## config.mk

```make
export PLATFORM = sky130hd
export DESIGN_NAME = audio_out_stage
export DESIGN_NICKNAME = d
export VERILOG_FILES = /design/src/rtl/audio_out_stage.sv
export SDC_FILE = /design/constraint.sdc
export NUM_CORES = 1
export LEC_CHECK = 0
export ABC_CLOCK_PERIOD_IN_PS = 9000
export BUFFER_PORTS_ARGS = -buffer_cell sky130_fd_sc_hd__clkbuf_2
export CORE_UTILIZATION = 40
export DETAILED_ROUTE_END_ITERATION = 10
export SLEW_MARGIN = 20
export SYNTH_ARGS = -nofsm -noshare
export SYNTH_HDL_FRONTEND = slang
export SYNTH_SLANG_ARGS = --single-unit
```

## constraint.sdc

```tcl
create_clock -name clk_sys -period 9 [get_ports clk_sys]
set_clock_uncertainty 0.15 [all_clocks]
set_input_delay 0.45 -clock clk_sys [delete_from_list [all_inputs] [get_ports clk_sys]]
set_output_delay 0.45 -clock clk_sys [all_outputs]
set_load 0.02 [all_outputs]
```

## src/rtl/audio_out_stage.sv

```systemverilog
// Final console audio stage: saturating 3-source mix, box-average decimation,
// optional first-order DC-blocking high-pass, signed 16-bit stereo output.
module audio_out_stage #(
   parameter int unsigned DIV      = 16,
   parameter int unsigned DC_SHIFT = 10,
   parameter int unsigned DC_EN    = 1
) (
   input  logic        clk_sys,
   input  logic        rst,
   input  logic        ce_in,
   input  logic [15:0] tia_l,
   input  logic [15:0] tia_r,
   input  logic [15:0] pokey_l,
   input  logic [15:0] pokey_r,
   input  logic [15:0] ym_l,
   input  logic [15:0] ym_r,
   input  logic        mute,
   input  logic        clip_clr,
   output logic [15:0] out_l,
   output logic [15:0] out_r,
   output logic        out_valid,
   output logic        clip
);

   localparam int unsigned LOG2 = $clog2(DIV);
   localparam int unsigned CW   = (LOG2 == 0) ? 1 : LOG2;
   localparam int unsigned AW   = 16 + LOG2;

   function automatic logic [15:0] sat16(input logic signed [19:0] v);
      if (v > 20'sd32767)       return 16'h7FFF;
      else if (v < -20'sd32768) return 16'h8000;
      else                      return v[15:0];
   endfunction

   logic [17:0]          w_sum_l, w_sum_r;
   logic                 w_clip_l, w_clip_r;
   logic [15:0]          w_m_l, w_m_r;
   logic [AW-1:0]        w_acc_l, w_acc_r;
   logic                 w_last;

   logic [AW-1:0]        r_acc_l, r_acc_r;
   logic [CW-1:0]        r_cnt;
   logic [15:0]          r_avg_l, r_avg_r;
   logic                 r_avg_stb;

   logic signed [16:0]   w_x_l, w_x_r;
   logic signed [19:0]   w_y_l, w_y_r;
   logic [15:0]          w_flt_l, w_flt_r;
   logic [15:0]          w_raw_l, w_raw_r;
   logic [15:0]          w_res_l, w_res_r;
   logic signed [16:0]   r_xp_l, r_xp_r;
   logic signed [15:0]   r_yp_l, r_yp_r;

   // Mix with saturation, then running sum for the current decimation group
   always_comb begin
      w_sum_l  = 18'(tia_l) + 18'(pokey_l) + 18'(ym_l);
      w_sum_r  = 18'(tia_r) + 18'(pokey_r) + 18'(ym_r);
      w_clip_l = |w_sum_l[17:16];
      w_clip_r = |w_sum_r[17:16];
      w_m_l    = w_clip_l ? 16'hFFFF : w_sum_l[15:0];
      w_m_r    = w_clip_r ? 16'hFFFF : w_sum_r[15:0];
      w_acc_l  = r_acc_l + AW'(w_m_l);
      w_acc_r  = r_acc_r + AW'(w_m_r);
      w_last   = (r_cnt == CW'(DIV - 1));
   end

   always_ff @(posedge clk_sys) begin
      if (rst) begin
         r_acc_l   <= '0;
         r_acc_r   <= '0;
         r_cnt     <= '0;
         r_avg_l   <= '0;
         r_avg_r   <= '0;
         r_avg_stb <= 1'b0;
      end else begin
         r_avg_stb <= 1'b0;
         if (ce_in) begin
            if (w_last) begin
               r_avg_l   <= 16'(w_acc_l >> LOG2);
               r_avg_r   <= 16'(w_acc_r >> LOG2);
               r_acc_l   <= '0;
               r_acc_r   <= '0;
               r_cnt     <= '0;
               r_avg_stb <= 1'b1;
            end else begin
               r_acc_l <= w_acc_l;
               r_acc_r <= w_acc_r;
               r_cnt   <= r_cnt + CW'(1);
            end
         end
      end
   end

   // Sticky clip: a clipping strobe beats a simultaneous clear
   always_ff @(posedge clk_sys) begin
      if (rst)                              clip <= 1'b0;
      else if (ce_in && (w_clip_l || w_clip_r)) clip <= 1'b1;
      else if (clip_clr)                    clip <= 1'b0;
   end

   // DC blocker: y = x - x_prev + y_prev - (y_prev >>> DC_SHIFT)
   always_comb begin
      w_x_l   = signed'({1'b0, r_avg_l});
      w_x_r   = signed'({1'b0, r_avg_r});
      w_y_l   = 20'(w_x_l) - 20'(r_xp_l) + 20'(r_yp_l) - (20'(r_yp_l) >>> DC_SHIFT);
      w_y_r   = 20'(w_x_r) - 20'(r_xp_r) + 20'(r_yp_r) - (20'(r_yp_r) >>> DC_SHIFT);
      w_flt_l = sat16(w_y_l);
      w_flt_r = sat16(w_y_r);
      w_raw_l = sat16(20'(w_x_l) - 20'sd32768);
      w_raw_r = sat16(20'(w_x_r) - 20'sd32768);
      w_res_l = (DC_EN != 0) ? w_flt_l : w_raw_l;
      w_res_r = (DC_EN != 0) ? w_flt_r : w_raw_r;
   end

   // Mute only zeroes the output registers; filter history keeps advancing
   always_ff @(posedge clk_sys) begin
      if (rst) begin
         out_l     <= '0;
         out_r     <= '0;
         out_valid <= 1'b0;
         r_xp_l    <= '0;
         r_xp_r    <= '0;
         r_yp_l    <= '0;
         r_yp_r    <= '0;
      end else begin
         out_valid <= r_avg_stb;
         if (r_avg_stb) begin
            out_l <= mute ? 16'h0000 : w_res_l;
            out_r <= mute ? 16'h0000 : w_res_r;
            if (DC_EN != 0) begin
               r_xp_l <= w_x_l;
               r_xp_r <= w_x_r;
               r_yp_l <= signed'(w_flt_l);
               r_yp_r <= signed'(w_flt_r);
            end
         end
      end
   end

endmodule

```

==> run summary <==
Status -> completed
Cell Count, Final, Fillers Out -> 2191
Vias per cell -> 5.34
Max stage delay cell, worst path -> a21oi_1
Commonest cells after routing, fill and taps aside -> 174 x dfxtp_1, 161 x inv_1, 160 x nor2_1
Post-CTS setup buffer count -> 0
CTS tree -> done
Placed cell count -> 2159
Final hold slack -> 0.155 ns
First-pass iteration count of the detailed router -> 5
Average cell area after synthesis -> 8.53 um2
R2R Path End -> out_r[6]
Initial antenna violation count -> 0
DR iter-0 viols -> 703
Remaining DRCs -> 0
Reg2reg start -> r_avg_r[0]
Number of global-route vias before repair -> 11.0k
CP max FO -> 11
Worst rel slew slack -> 33.7%
# rows -> 67
First-pass GRT wire length -> 55000 um
Seq/Total Area, Yosys -> 25.3%
Distinct cells, synth -> 81
DR vias -> 11.7k
Inserted Diodes -> 0
Core Area -> 33800 um2
Startpoint types -> flip-flop
CP Data Required Time -> 9.24 ns
Hold Path Class -> in -> reg
Synth async-reset ratio -> 0%
Post-DRT Antenna Nets -> 0
Largest net degree at the start of global routing -> 62
Clock Sinks -> 175
Final Hold Viols -> 0
Port Buffers -> 134
Layout cells sized above 1 -> 11.9%
CP Capture Point -> out_r[6]
Main synth FF type -> dfxtp_1
Number of I/O pins -> 135
Post-synth EDFFs -> 0
H-Tree Depth -> 4
Unrepaired setup endpoints after global routing -> no
Hold buffers post-CTS -> 0
CTS root buf -> clkbuf_16
Least-Margin Pin Slew -> 0.992 ns
Final worst-path cycle share -> 66.8%
Area grow syn2layout -> 11.9%
DIE AREA -> 35400 um2
Gr usage total -> 18.9%
Setup CP Type -> reg -> reg
FF+latch count, synth -> 175
Final net count -> 2030
Die H -> 188 um
Crit. End Element -> flip-flop
# setup viols final -> 0
Post-Syn Area -> 13800 um2
Final Max Tran Viols -> 0
Final HPWL DP -> 25800 um
Initial Util -> 41.0%
Fmax -> 166 MHz
CP Launch Point -> r_avg_r[0]
Commonest non-fill, non-tap cell in the layout -> dfxtp_1
Net Count, Synth -> 1922
Synth Instances -> 1622
Die W -> 188 um
Post-CTS sizing -> 0
Final WL -> 32900 um
Num CTS Buffers -> 17
Worst-path clk slew -> 0.08 ns
Wire per inst -> 15.0 um
Max cap viols -> 0
Tmin final -> 6.01 ns
CP cell instances -> inv_1, ha_1, fa_1, nor2b_1, o21a_1, o21ai_0, a21oi_1, a41o_1, nor4_1, nor3_1, a31oi_1, xor2_1, fa_1, inv_1, ha_1, a21oi_1, nand2_1, a2bb2oi_1, o21ai_4, and3b_1, nor4_4, o22ai_2, a21oi_1, a221o_1
Reg2reg setup slack -> 2.99 ns
Worst Reg2Reg Path Length in Cells -> 24
Gr ovfl total -> 0
Clock buffer depth -> 2
Worst-Skew Late Latency -> 0.45 ns
Fin Setup TNS -> 0 ns
CP peak stage delay -> 0.68 ns
Warnings from Yosys -> 0
Cell repeated most along the worst path -> a21oi_1
CP Data Arrival Time -> 6.25 ns
Final GP Congestion -> 0.874
==> cells by family after synthesis <==
group,share of synthesized area (%)
XOR/XNOR,6.95
flip-flops,25.3
buffers and inverters,5.95
AND/OR/NAND/NOR,15.0
adder cells (fa/ha/maj),21.7
multiplexers,2.53
AO/OA/AOI/OAI,22.6
==> metrics by stage <==
stage,worst slack (ns),cell area (um2),util (%)
3_5_place_dp,2.72,14900,44.2
3_3_place_gp,2.84,14900,44.2
2_1_floorplan,3.50,13800,-
4_1_cts,3.01,15500,45.9
5_1_grt,2.60,15500,45.9
6_report,2.99,15500,45.9
==> cells in the mapped netlist, drive strengths merged (6+ instances only) <==
cell type	n	share of area (%)
ha	131	12
nand2b	18	0.81
nor2	162	4.4
nor2b	21	0.97
a21oi	104	3.8
a22oi	26	1.4
fa	68	9.8
a31oi	8	0.36
a211o	6	0.38
a21o	38	2.1
nand4	9	0.41
dfxtp	175	25
a22o	7	0.44
nand2	131	3.6
buf	14	0.52
mux2i	35	2.5
o21bai	6	0.33
a221o	36	2.6
nand3	24	0.87
o21ai	76	2.8
and2	13	0.59
inv	161	4.4
a311oi	10	0.86
or3	14	0.63
or2	10	0.45
clkbuf	38	1.0
nor3	32	1.2
a211oi	23	1.3
xor2	53	3.4
a32oi	6	0.38
o21a	20	1.1
o211ai	18	0.98
xnor2	56	3.6
==> routing by layer <==
| layer | global-route usage (%) | wire [um] | up-vias |
|---|---|---|---|
| li1 | - | - | 5945 |
| met1 | 26.2 | 16200 | 5436 |
| met2 | 30.1 | 14700 | 278 |
| met3 | 2.23 | 1270 | 42 |
| met4 | 6.72 | 752 | 0 |
| met5 | 0 | 0 | - |
==> cell type report <==
cell class              count  area (um2)
well taps                 448         561
clock buffers              17         425
clock inverters            15         139
fillers                  3358       18300
repair buffers            141         726
multi-input cells        1233        9530
inverters                 162         608
flip-flops and latches    175        3500
==> worst max-delay path: cells and delay by family (launching register included) <==
kind	cells	cell delay, ns
flip-flops	1	0.39
XOR/XNOR	1	0.18
adder cells (fa/ha/maj)	4	1.45
buffers and inverters	2	0.11
AO/OA/AOI/OAI	11	2.52
AND/OR/NAND/NOR	6	1.15
==> worst min-delay path by stage <==
stage | endpoint | start | depth (start not counted)
global placement | out_r[1] | out_r[1] | 2
global route | clip | clip_clr | 3
floorplan | r_yp_r[8] | r_yp_r[8] | 2
CTS | clip | clip_clr | 3
finish | clip | clip_clr | 3
detailed placement | out_r[1] | out_r[1] | 2
==> sequential cells by signal (all words and copies together), names as in the netlist <==
name	flops
r_acc_l	20
r_acc_r	20
out_l	16
out_r	16
r_avg_l	16
r_avg_r	16
r_xp_l	16
r_xp_r	16
r_yp_l	16
r_yp_r	16
r_cnt	4
clip	1
out_valid	1
r_avg_stb	1
Power is left out: the tool's default activity adds up to more than one toggle a clock period on the data nets, which glitch-free logic cannot reach.
